[src/rtl/latch_bank_ctrl.sv]
// Two-requester round-robin controller driving a bank of level-sensitive latch rows.
// Define LATCH_BANK_CTRL_SET_EN to enable the set operation (op 2'b10) on LAT_SETN.
module latch_bank_ctrl #(
  parameter int unsigned WIDTH = 8,
  parameter int unsigned ROWS  = 4,
  parameter int unsigned PULSE = 1
) (
  input  logic                         CLK,
  input  logic                         RST,
  input  logic [1:0]                   REQ_VALID,
  input  logic [3:0]                   REQ_OP,
  input  logic [2*$clog2(ROWS)-1:0]    REQ_ROW,
  input  logic [2*WIDTH-1:0]           REQ_D,
  output logic [1:0]                   REQ_READY,
  output logic [WIDTH-1:0]             LAT_D,
  output logic [ROWS-1:0]              LAT_E,
  output logic [ROWS-1:0]              LAT_RN,
  output logic [ROWS-1:0]              LAT_SETN,
  output logic                         BUSY,
  output logic                         GRANT
);

  localparam int unsigned RowW = $clog2(ROWS);

  localparam logic [1:0] OpWrite = 2'b00;
  localparam logic [1:0] OpClear = 2'b01;
  localparam logic [1:0] OpSet   = 2'b10;

  typedef enum logic [1:0] {StIdle, StSetup, StActive, StHold} state_e;

  state_e            state_q, state_d;
  logic [3:0]        cnt_q, cnt_d;
  logic [1:0]        op_q;
  logic [RowW-1:0]   row_q;
  logic [WIDTH-1:0]  lat_d_q;
  logic              grant_q;
  logic [ROWS-1:0]   lat_e_q, lat_e_d;
  logic [ROWS-1:0]   lat_rn_q, lat_rn_d;
  logic [ROWS-1:0]   row_oh;

  logic              sel;
  logic [1:0]        ready;
  logic              accept;
  logic [1:0]        sel_op;
  logic [RowW-1:0]   sel_row;
  logic [WIDTH-1:0]  sel_d;

  // Ready is gated by RST so it drops immediately with the asynchronous reset.
  always_comb begin
    ready = 2'b00;
    sel   = grant_q;
    if (state_q == StIdle && !RST) begin
      unique case (REQ_VALID)
        2'b01:   sel = 1'b0;
        2'b10:   sel = 1'b1;
        2'b11:   sel = ~grant_q;
        default: sel = grant_q;
      endcase
      if (REQ_VALID != 2'b00) begin
        ready[sel] = 1'b1;
      end
    end
  end

  assign accept  = |(REQ_VALID & ready);
  assign sel_op  = sel ? REQ_OP[3:2] : REQ_OP[1:0];
  assign sel_row = sel ? REQ_ROW[2*RowW-1:RowW] : REQ_ROW[RowW-1:0];
  assign sel_d   = sel ? REQ_D[2*WIDTH-1:WIDTH] : REQ_D[WIDTH-1:0];

  always_comb begin
    state_d = state_q;
    cnt_d   = cnt_q;
    unique case (state_q)
      StIdle: begin
        if (accept) begin
          state_d = StSetup;
        end
      end
      StSetup: begin
        state_d = StActive;
        cnt_d   = 4'd0;
      end
      StActive: begin
        if (cnt_q == 4'(PULSE - 1)) begin
          state_d = StHold;
        end else begin
          cnt_d = cnt_q + 4'd1;
        end
      end
      StHold: begin
        state_d = StIdle;
      end
      default: begin
        state_d = StIdle;
      end
    endcase
  end

  always_comb begin
    row_oh        = '0;
    row_oh[row_q] = 1'b1;
  end

  // Strobes are computed from the next state and registered, so they are glitch-free
  // and line up exactly with the ACTIVE cycles.
  always_comb begin
    lat_e_d  = '0;
    lat_rn_d = '1;
    if (state_d == StActive) begin
      unique case (op_q)
        OpWrite: lat_e_d  = row_oh;
        OpClear: lat_rn_d = ~row_oh;
        default: ;
      endcase
    end
  end

  always_ff @(posedge CLK or posedge RST) begin
    if (RST) begin
      state_q  <= StIdle;
      cnt_q    <= 4'd0;
      op_q     <= OpWrite;
      row_q    <= '0;
      lat_d_q  <= '0;
      grant_q  <= 1'b1;
      lat_e_q  <= '0;
      lat_rn_q <= '1;
    end else begin
      state_q  <= state_d;
      cnt_q    <= cnt_d;
      lat_e_q  <= lat_e_d;
      lat_rn_q <= lat_rn_d;
      if (accept) begin
        op_q    <= sel_op;
        row_q   <= sel_row;
        lat_d_q <= sel_d;
        grant_q <= sel;
      end
    end
  end

`ifdef LATCH_BANK_CTRL_SET_EN
  logic [ROWS-1:0] lat_setn_q, lat_setn_d;

  always_comb begin
    lat_setn_d = '1;
    if (state_d == StActive && op_q == OpSet) begin
      lat_setn_d = ~row_oh;
    end
  end

  always_ff @(posedge CLK or posedge RST) begin
    if (RST) begin
      lat_setn_q <= '1;
    end else begin
      lat_setn_q <= lat_setn_d;
    end
  end

  assign LAT_SETN = lat_setn_q;
`else
  // Without set support op 2'b10 runs as a reserved op and LAT_SETN never moves.
  assign LAT_SETN = '1;
`endif

  assign REQ_READY = ready;
  assign LAT_D     = lat_d_q;
  assign LAT_E     = lat_e_q;
  assign LAT_RN    = lat_rn_q;
  assign BUSY      = (state_q != StIdle);
  assign GRANT     = grant_q;

`ifndef SYNTHESIS
  ready_onehot_a: assert property (@(posedge CLK) disable iff (RST) $onehot0(REQ_READY));
  ready_idle_a: assert property (@(posedge CLK) disable iff (RST)
    (REQ_READY != 2'b00) |-> (state_q == StIdle));
  strobe_active_a: assert property (@(posedge CLK) disable iff (RST)
    (state_q != StActive) |-> (LAT_E == '0 && LAT_RN == '1 && LAT_SETN == '1));
`endif

endmodule
[config.mk]
export PLATFORM = sky130hd
export DESIGN_NAME = latch_bank_ctrl
export DESIGN_NICKNAME = d
export VERILOG_FILES = /design/src/rtl/latch_bank_ctrl.sv
export SDC_FILE = /design/constraint.sdc
export NUM_CORES = 1
export LEC_CHECK = 0
export ABC_AREA = 1
export BUFFER_PORTS_ARGS = -buffer_cell sky130_fd_sc_hd__buf_2
export CAP_MARGIN = 40
export CELL_PAD_IN_SITES_DETAIL_PLACEMENT = 0
export CELL_PAD_IN_SITES_GLOBAL_PLACEMENT = 1
export CORE_ASPECT_RATIO = 1.5
export CORE_MARGIN = 3
export CORE_UTILIZATION = 39
export CTS_BUF_LIST = sky130_fd_sc_hd__clkbuf_8
export DETAILED_ROUTE_END_ITERATION = 16
export GPL_TIMING_DRIVEN = 0
export PLACE_DENSITY_LB_ADDON = 0.2
export SLEW_MARGIN = 20
export SYNTH_ARGS = -nofsm -noshare
export SYNTH_HDL_FRONTEND = slang
export SYNTH_SLANG_ARGS = --single-unit
[constraint.sdc]
create_clock -name CLK -period 3.5 [get_ports CLK]
set_clock_uncertainty 0.05 [all_clocks]
set_input_delay 0.525 -clock CLK [delete_from_list [all_inputs] [get_ports CLK]]
set_output_delay 0.525 -clock CLK [all_outputs]
set_load 0.1 [all_outputs]
==> impl_results.md, run 1 <==
- Peak VDD IR: 0.6954 mV
- Setup slack, reg-to-reg: 1.86 ns
- Ant diodes: 0
- GP Congestion: 0.7719
- Overflow after GRT: 0
- Drt wl/cell: 10.59 microns
- CTS tree: yes
- Starting DRT DRC Count: 22
- Starting Density: 41.31%
- CP peak stage delay: 0.45 ns
- Hold WC Path Type: in2async
- Die width: 57.23 microns
- Setup CP Type: in2out
- Root Driver: clkbuf_8
- Core box area: 3716 sq um
- Clock power frac: 9.5%
- First-pass GRT wire length: 5568 microns
- Area leader, netlist: dfrtp_1
- Layout cells sized above 1: 28.68%
- Worst Path Buf+Inv: 4
- Count leader, synth: nand2_1
- Prevailing post-synth register cell: dfrtp_1
- Hold_ws: 0.2734 ns
- Post-synthesis cell count: 203
- Netlist cell types: 21
- RSZ-0062 raised after global routing: false
- Cell Int Power: 749.3 uW
- Setup crit end kind: primary output
- Port bufs: 47
- Final period util: 73.55%
- Worst slew pin tran: 0.5733 ns
- Final Hold Vio Count: 0
- Num rows: 27
- Clock sinks: 27
- Vias in the first global route: 1279
- Total track usage: 14.52%
- Fill count: 404
- FMAX: 388.5 MHz
- Worst endpoint required time: 2.92 ns
- Final setup fails: 0
- Hold_buf cts: 0
- # Post-CTS Setup Buffers: 0
- Largest net degree at the start of global routing: 17
- CP Launch Type: input pin
- Slew margin rel.: 61.74%
- Crit-path max FO: 16
- Slowest cell on crit path: buf_2
- Worst reg2reg path depth: 8
- Chip Height: 82.84 microns
- P_sw: 1112 uW
- Clk buf depth: 2
- DRC Markers: 0
- Switch share: 59.74%
- Total Die Area: 4741 sq um
- Final TNS setup: 0 ns
- Register area share after synthesis: 44.42%
- Cell with the most instances on the worst path: buf_2
- Mapped cell area: 1535 sq um
- Initial DRT Pass Iterations: 4
- Routed WL: 3189 microns
- Ys Warns: 0
- Clock Latency Late Sink: 0.27 ns
- Number of CTS-inserted buffers: 3
- Via count: 1359
- Fin crit period: 2.574 ns
- PD cells: 972.4 nW/um^2
- Post-synthesis async set-or-reset flop share: 100.0%
- RR Endpoint: LAT_D[3]
- I/O pin cnt: 52
- Launching point of the worst reg2reg path: state_q[0]
- Vias/cell: 4.515
- Seq pwr share: 26.0%
- Post-synth EDFFs: 0
- Largest cells by area after synthesis: dfrtp_1 (36%), nand3_1 (15%), nand2_1 (12%)
- Status: completed
- Worst-path clk slew: 0.09 ns
- CP top delay family: buffers and inverters
- Combinational share of power: 64.5%
- Max cap viols: 0
- Post-synth top cells: nand2_1 (48), nand3_1 (46), inv_1 (39), dfrtp_1 (22), buf_4 (9)
- Synth top area share: 35.86%
- Cell chain of the critical path: buf_2, inv_1, buf_16, nand2_1, a211oi_2, buf_2
- Leak: 0.001126 uW
- Crit path DAT: 2.00 ns
- Synth Area per Inst: 7.563 sq um
- Hpwl dp: 2589 microns
- Antenna Nets Post-Route: 0
- H-tree depth: 1
- Synthesis-stage register bit count: 27
- Final max-slew violation count: 0
- Initial antenna violation count: 0
- Synth-to-Final Area Change: 24.69%
- Post-cts gate resize count: 0
- Nets@finish: 293
-- layout make-up --
class | count | area [sq um] | share of cell area (%)
inverters | 41 | 153.9 | 8.039
flip-flops and latches | 27 | 681.9 | 35.62
well taps | 43 | 53.80 | 2.810
repair buffers | 48 | 262.8 | 13.73
multi-input cells | 128 | 644.4 | 33.66
clock buffers | 3 | 41.29 | 2.157
plain buffers | 10 | 71.32 | 3.725
clock inverters | 1 | 5.005 | 0.2614
-- kinds of logic (layout without fill, tap and decap cells) --
logic type	Yosys count	in the layout	share of synthesized area (%)
compound gates	5	5	1.793
xor+xnor	1	1	0.5706
fa+ha+maj	6	6	4.890
buf+inv	51	103	14.67
flops	27	27	44.42
other cells	1	4	0.2443
simple gates	112	112	33.42
-- metrics by stage --
step                      util, %  setup slack [ns]  area [sq um]  instances  total power [uW]
after floorplan                 -            0.3266          1551        206              1500
after global placement      49.53            0.5312          1841        296              1697
after detailed placement    50.27            0.8616          1868        297              1702
after CTS                   51.52            0.8627          1914        301              1884
after global routing        51.52            0.7295          1914        301              1998
final                       51.52            0.9257          1914        301              1861
-- sequential cells by signal (all words and copies together), names as in the netlist --
register  cells
LAT_RN        4
row_q         2
LAT_D         8
LAT_E         4
GRANT         1
cnt_q         4
op_q          2
state_q       2
-- worst max-delay path by stage --
stage / end / cells past startpoint / from
2_1_floorplan: REQ_READY[0] / 3 / RST
3_3_place_gp: REQ_READY[0] / 5 / RST
3_5_place_dp: REQ_READY[0] / 6 / RST
4_1_cts: REQ_READY[0] / 6 / RST
5_1_grt: REQ_READY[0] / 6 / RST
6_report: REQ_READY[0] / 6 / RST
-- cells in the final DEF (no fill, tap or decap), drive strengths merged, types with 3 or more instances in the layout --
master and instances:
buf 57, nand2 49, nand3 48, inv 41, dfrtp 22, nor2 9
ha 6, dfstp 5, nor3 4, conb 4, clkbuf 4, o21ai 3
-- routing by layer --
layer,track usage (%),routed length (microns),part of all wire (%)
met2,26.53,1709,54
met3,2.022,140,4.4
met4,5.063,40,1.3
met1,16.67,1299,41
met5,0,0,0
-- worst reg2reg max path: stages (launching register included) --
cell and delay (ns):
dfrtp_1 0.36, inv_1 0.10, ha_1 0.24, inv_2 0.08, nor2_4 0.05, nand2_2 0.10, clkbuf_1 0.43, nand2_1 0.10
nand2_1 0.08
-- power by group through the flow --
stage                     combinational (uW)  sequential [uW]  clock, uW
after global routing                    1300              501        201
final                                   1200              484        176
after CTS                               1210              486        184
after global placement                  1210              492          0
after detailed placement                1210              490          0
after floorplan                          525              975          0
No activity file was read; power rests on OpenSTA's default activity.
==> inputs of run 2 (changes only) <==
--- a/config.mk
+++ b/config.mk
@@ -5,14 +5,14 @@
 export SDC_FILE = /design/constraint.sdc
 export NUM_CORES = 1
 export LEC_CHECK = 0
-export ABC_AREA = 1
+export ABC_AREA = 0
 export BUFFER_PORTS_ARGS = -buffer_cell sky130_fd_sc_hd__buf_2
 export CAP_MARGIN = 40
 export CELL_PAD_IN_SITES_DETAIL_PLACEMENT = 0
 export CELL_PAD_IN_SITES_GLOBAL_PLACEMENT = 1
 export CORE_ASPECT_RATIO = 1.5
 export CORE_MARGIN = 3
-export CORE_UTILIZATION = 39
+export CORE_UTILIZATION = 38
 export CTS_BUF_LIST = sky130_fd_sc_hd__clkbuf_8
 export DETAILED_ROUTE_END_ITERATION = 16
 export GPL_TIMING_DRIVEN = 0
==> constraint.sdc (replaced) <==
create_clock -name CLK -period 2.5 [get_ports CLK]
set_clock_uncertainty 0.05 [all_clocks]
set_input_delay 0.375 -clock CLK [delete_from_list [all_inputs] [get_ports CLK]]
set_output_delay 0.375 -clock CLK [all_outputs]
set_load 0.1 [all_outputs]
==> run 2 against run 1 <==
  * Worst hold slack worse by 0.15 ns
  * Flip-flop and latch count stayed put
  * Via count is 4.8% higher
  * Non-clock buffer count is 6 higher
==> impl_results.md, run 2 <==
- Synth-to-Final Area Change: 25.54%
- Final TNS setup: 0 ns (unchanged)
- Drt wl/cell: 14.48 microns (+37%)
- Most frequent cells in the layout: buf_2 (53), o211ai_1 (27), dfrtp_1 (22), a21oi_1 (16), a31oi_1 (12)
- Fill count: 386 (-4.5%)
- Launching point of the worst reg2reg path: state_q[0]
- Max reg flops: 8 (unchanged)
- Register area share after synthesis: 43.92% (-0.50 points)
- Worst-path clk slew: 0.09 ns (about the same)
- Crit-path max FO: 6 (-10)
- RR Endpoint: LAT_E[1]
- Area leader, netlist: dfrtp_1
- Worst Path Buf+Inv: 2 (-2)
- # Post-CTS Setup Buffers: 0 (unchanged)
- Clock sinks: 27 (unchanged)
- DR WL met3: 136 microns (-2.9%)
- Worst endpoint required time: 2.08 ns (-0.84 ns)
- Number of CTS-inserted buffers: 3 (unchanged)
- RSZ-0062 raised after global routing: false
- Layout cells sized above 1: 34.40% (+5.7 points)
- I/O pin cnt: 52 (unchanged)
- Commonest non-fill, non-tap cell in the layout: buf_2
- Setup slack, reg-to-reg: 0.73 ns (-1.13 ns)
- Core box area: 3784 sq um (+1.8%)
- Final max-slew violation count: 0 (unchanged)
- Post-synthesis cell count: 163 (-20%)
- First-pass GRT wire length: 6513 microns (+17%)
- Placed insts: 257 (-13%)
- GP Congestion: 0.7781 (+0.80%)
- Clock Latency Late Sink: 0.27 ns (about the same)
- Clk buf depth: 2 (unchanged)
- Max cap viols: 0 (unchanged)
- Final period util: 94.26%
- Peak VDD IR: 0.7518 mV (+8.1%)
- Post-synth EDFFs: 0 (unchanged)
- Hold WC Path Type: in2async
- Final setup fails: 0 (unchanged)
- Die width: 58.19 microns (+1.7%)
- Routed WL: 3778 microns (+18%)
- Prevailing post-synth register cell: dfrtp_1
- H-tree depth: 1 (unchanged)
- Num rows: 27 (unchanged)
- Worst slew pin tran: 0.5535 ns (-0.01977 ns)
- Chip Height: 84.29 microns (+1.8%)
- Netlist cell types: 35 (+67%)
- Initial DRT Pass Iterations: 4 (unchanged)
- Cell chain of the critical path: inv_1, ha_2, and2b_2, and2_2, and2_1, buf_4
- Area of the multi-input gates: 770.7 sq um (+20%)
- Synth Area per Inst: 9.526 sq um (+26%)
- Hpwl dp: 3118 microns (+20%)
- Ant diodes: 0 (unchanged)
- Final Hold Vio Count: 0 (unchanged)
- CTS tree: yes
- Met2 WL post-DR: 2128 microns (+25%)
- Mapped cell area: 1553 sq um (+1.1%)
- Largest net degree at the start of global routing: 17 (unchanged)
- Synthesis-stage register bit count: 27 (unchanged)
- Setup crit end kind: primary output
- PD cells: 1350 nW/um^2 (+39%)
- Largest cells by area after synthesis: dfrtp_1 (35%), o211ai_1 (13%), dfstp_2 (8.5%)
- Vias in the first global route: 1457 (+14%)
- Initial antenna violation count: 0 (unchanged)
- CP peak stage delay: 0.43 ns (-0.02 ns)
- Status: completed
- Slowest cell on crit path: dfrtp_1
- CP top delay family: simple AND/OR/NAND/NOR gates
- Total track usage: 16.48% (+2.0 points)
- Crit path launch: state_q[0]
- Antenna Nets Post-Route: 0 (unchanged)
- Uppermost layer routed: met4
- Setup CP Type: reg2out
- Starting DRT DRC Count: 34 (+55%)
- Via count: 1424 (+4.8%)
- Reg area: 681.9 sq um (unchanged)
- Post-synth top cells: o211ai_1 (27), dfrtp_1 (22), a21oi_1 (16), a31oi_1 (12), inv_1 (9)
- Root Driver: clkbuf_8
- Total Die Area: 4905 sq um (+3.5%)
- Post-route insts no fill: 261 (-13%)
- Post-synthesis async set-or-reset flop share: 100.0% (unchanged)
- DRT met1 WL: 1489 microns (+15%)
- DRC Markers: 0 (unchanged)
- Starting Density: 41.04% (-0.27 points)
- Leak: 0.0008771 uW (-22%)
- Slew margin rel.: 63.06% (+1.3 points)
- CP Launch Type: flip-flop
- Worst reg2reg path depth: 6 (-2)
- Crit path DAT: 1.93 ns (-0.07 ns)
- Nets@finish: 253 (-14%)
- Overflow after GRT: 0 (unchanged)
- Fin crit period: 2.357 ns
- Vias/cell: 5.456 (+21%)
- Port bufs: 47 (unchanged)
- Ys Warns: 0 (unchanged)
- Count leader, synth: o211ai_1
- FMAX: 424.3 MHz
- Synth top area share: 35.46% (-0.40 points)
run 2: timing repair:
action,CTS,global route
hold buffers,0,0
hold endpoints to repair,0,0
endpoints found under the setup margin,2,2
pin swaps,0,0
gates resized for setup,3,4
run 2: power by group:
group	internal (uW)	switching [uW]
sequential	587	103
clock	113	139
combinational	389	1300
run 2: worst reg2reg max path, cell delays in order, from the launching register on:
cell	delay (ns)
dfrtp_1	0.43
inv_1	0.15
ha_1	0.16
clkbuf_1	0.30
nor2b_1	0.19
a21boi_2	0.28
a211oi_1	0.09
run 2: how the worst max path moves through the flow:
stage,to,slack (ns),cells after the start
2_1_floorplan,REQ_READY[1],0.007,4
3_3_place_gp,REQ_READY[0],0.19,6
3_5_place_dp,REQ_READY[0],0.17,6
4_1_cts,REQ_READY[1],0.02,6
5_1_grt,REQ_READY[0],0.04,6
6_report,REQ_READY[1],0.14,6
run 2: kinds of logic after synthesis:
group | Yosys count | share of synthesized area (%)
AO/OA/AOI/OAI | 69 | 29.25
AND/OR/NAND/NOR | 34 | 13.46
flip-flops | 27 | 43.92
buffers and inverters | 25 | 7.655
adder cells (fa/ha/maj) | 6 | 4.835
multiplexers | 1 | 0.6447
other | 1 | 0.2415
run 2: metrics by stage:
step	total power [uW]	setup slack (ns)	hold WS, ns	util (%)	area [sq um]
after floorplan	2069	0.007455	0.3740	-	1567
after CTS	2641	0.01734	0.1355	51.29	1941
after global routing	2799	0.04162	0.1518	51.52	1949
final	2632	0.1434	0.1245	51.52	1949
after global placement	2337	0.1936	0.4354	49.04	1856
after detailed placement	2377	0.1731	0.4395	49.77	1883
run 2: cell type report:
type / count / share of cell area [%]
well taps: 43 / 2.760
multi-input cells: 114 / 39.54
clock buffers: 3 / 2.118
plain buffers: 16 / 4.365
inverters: 9 / 1.733
repair buffers: 48 / 14.12
flip-flops and latches: 27 / 34.98
clock inverters: 1 / 0.3851
run 2: layer usage:
layer,GRT usage (%),vias up
li1,-,716
met1,18.25,676
met2,31.48,30
met3,1.846,2
met4,5.063,0
met5,0,-
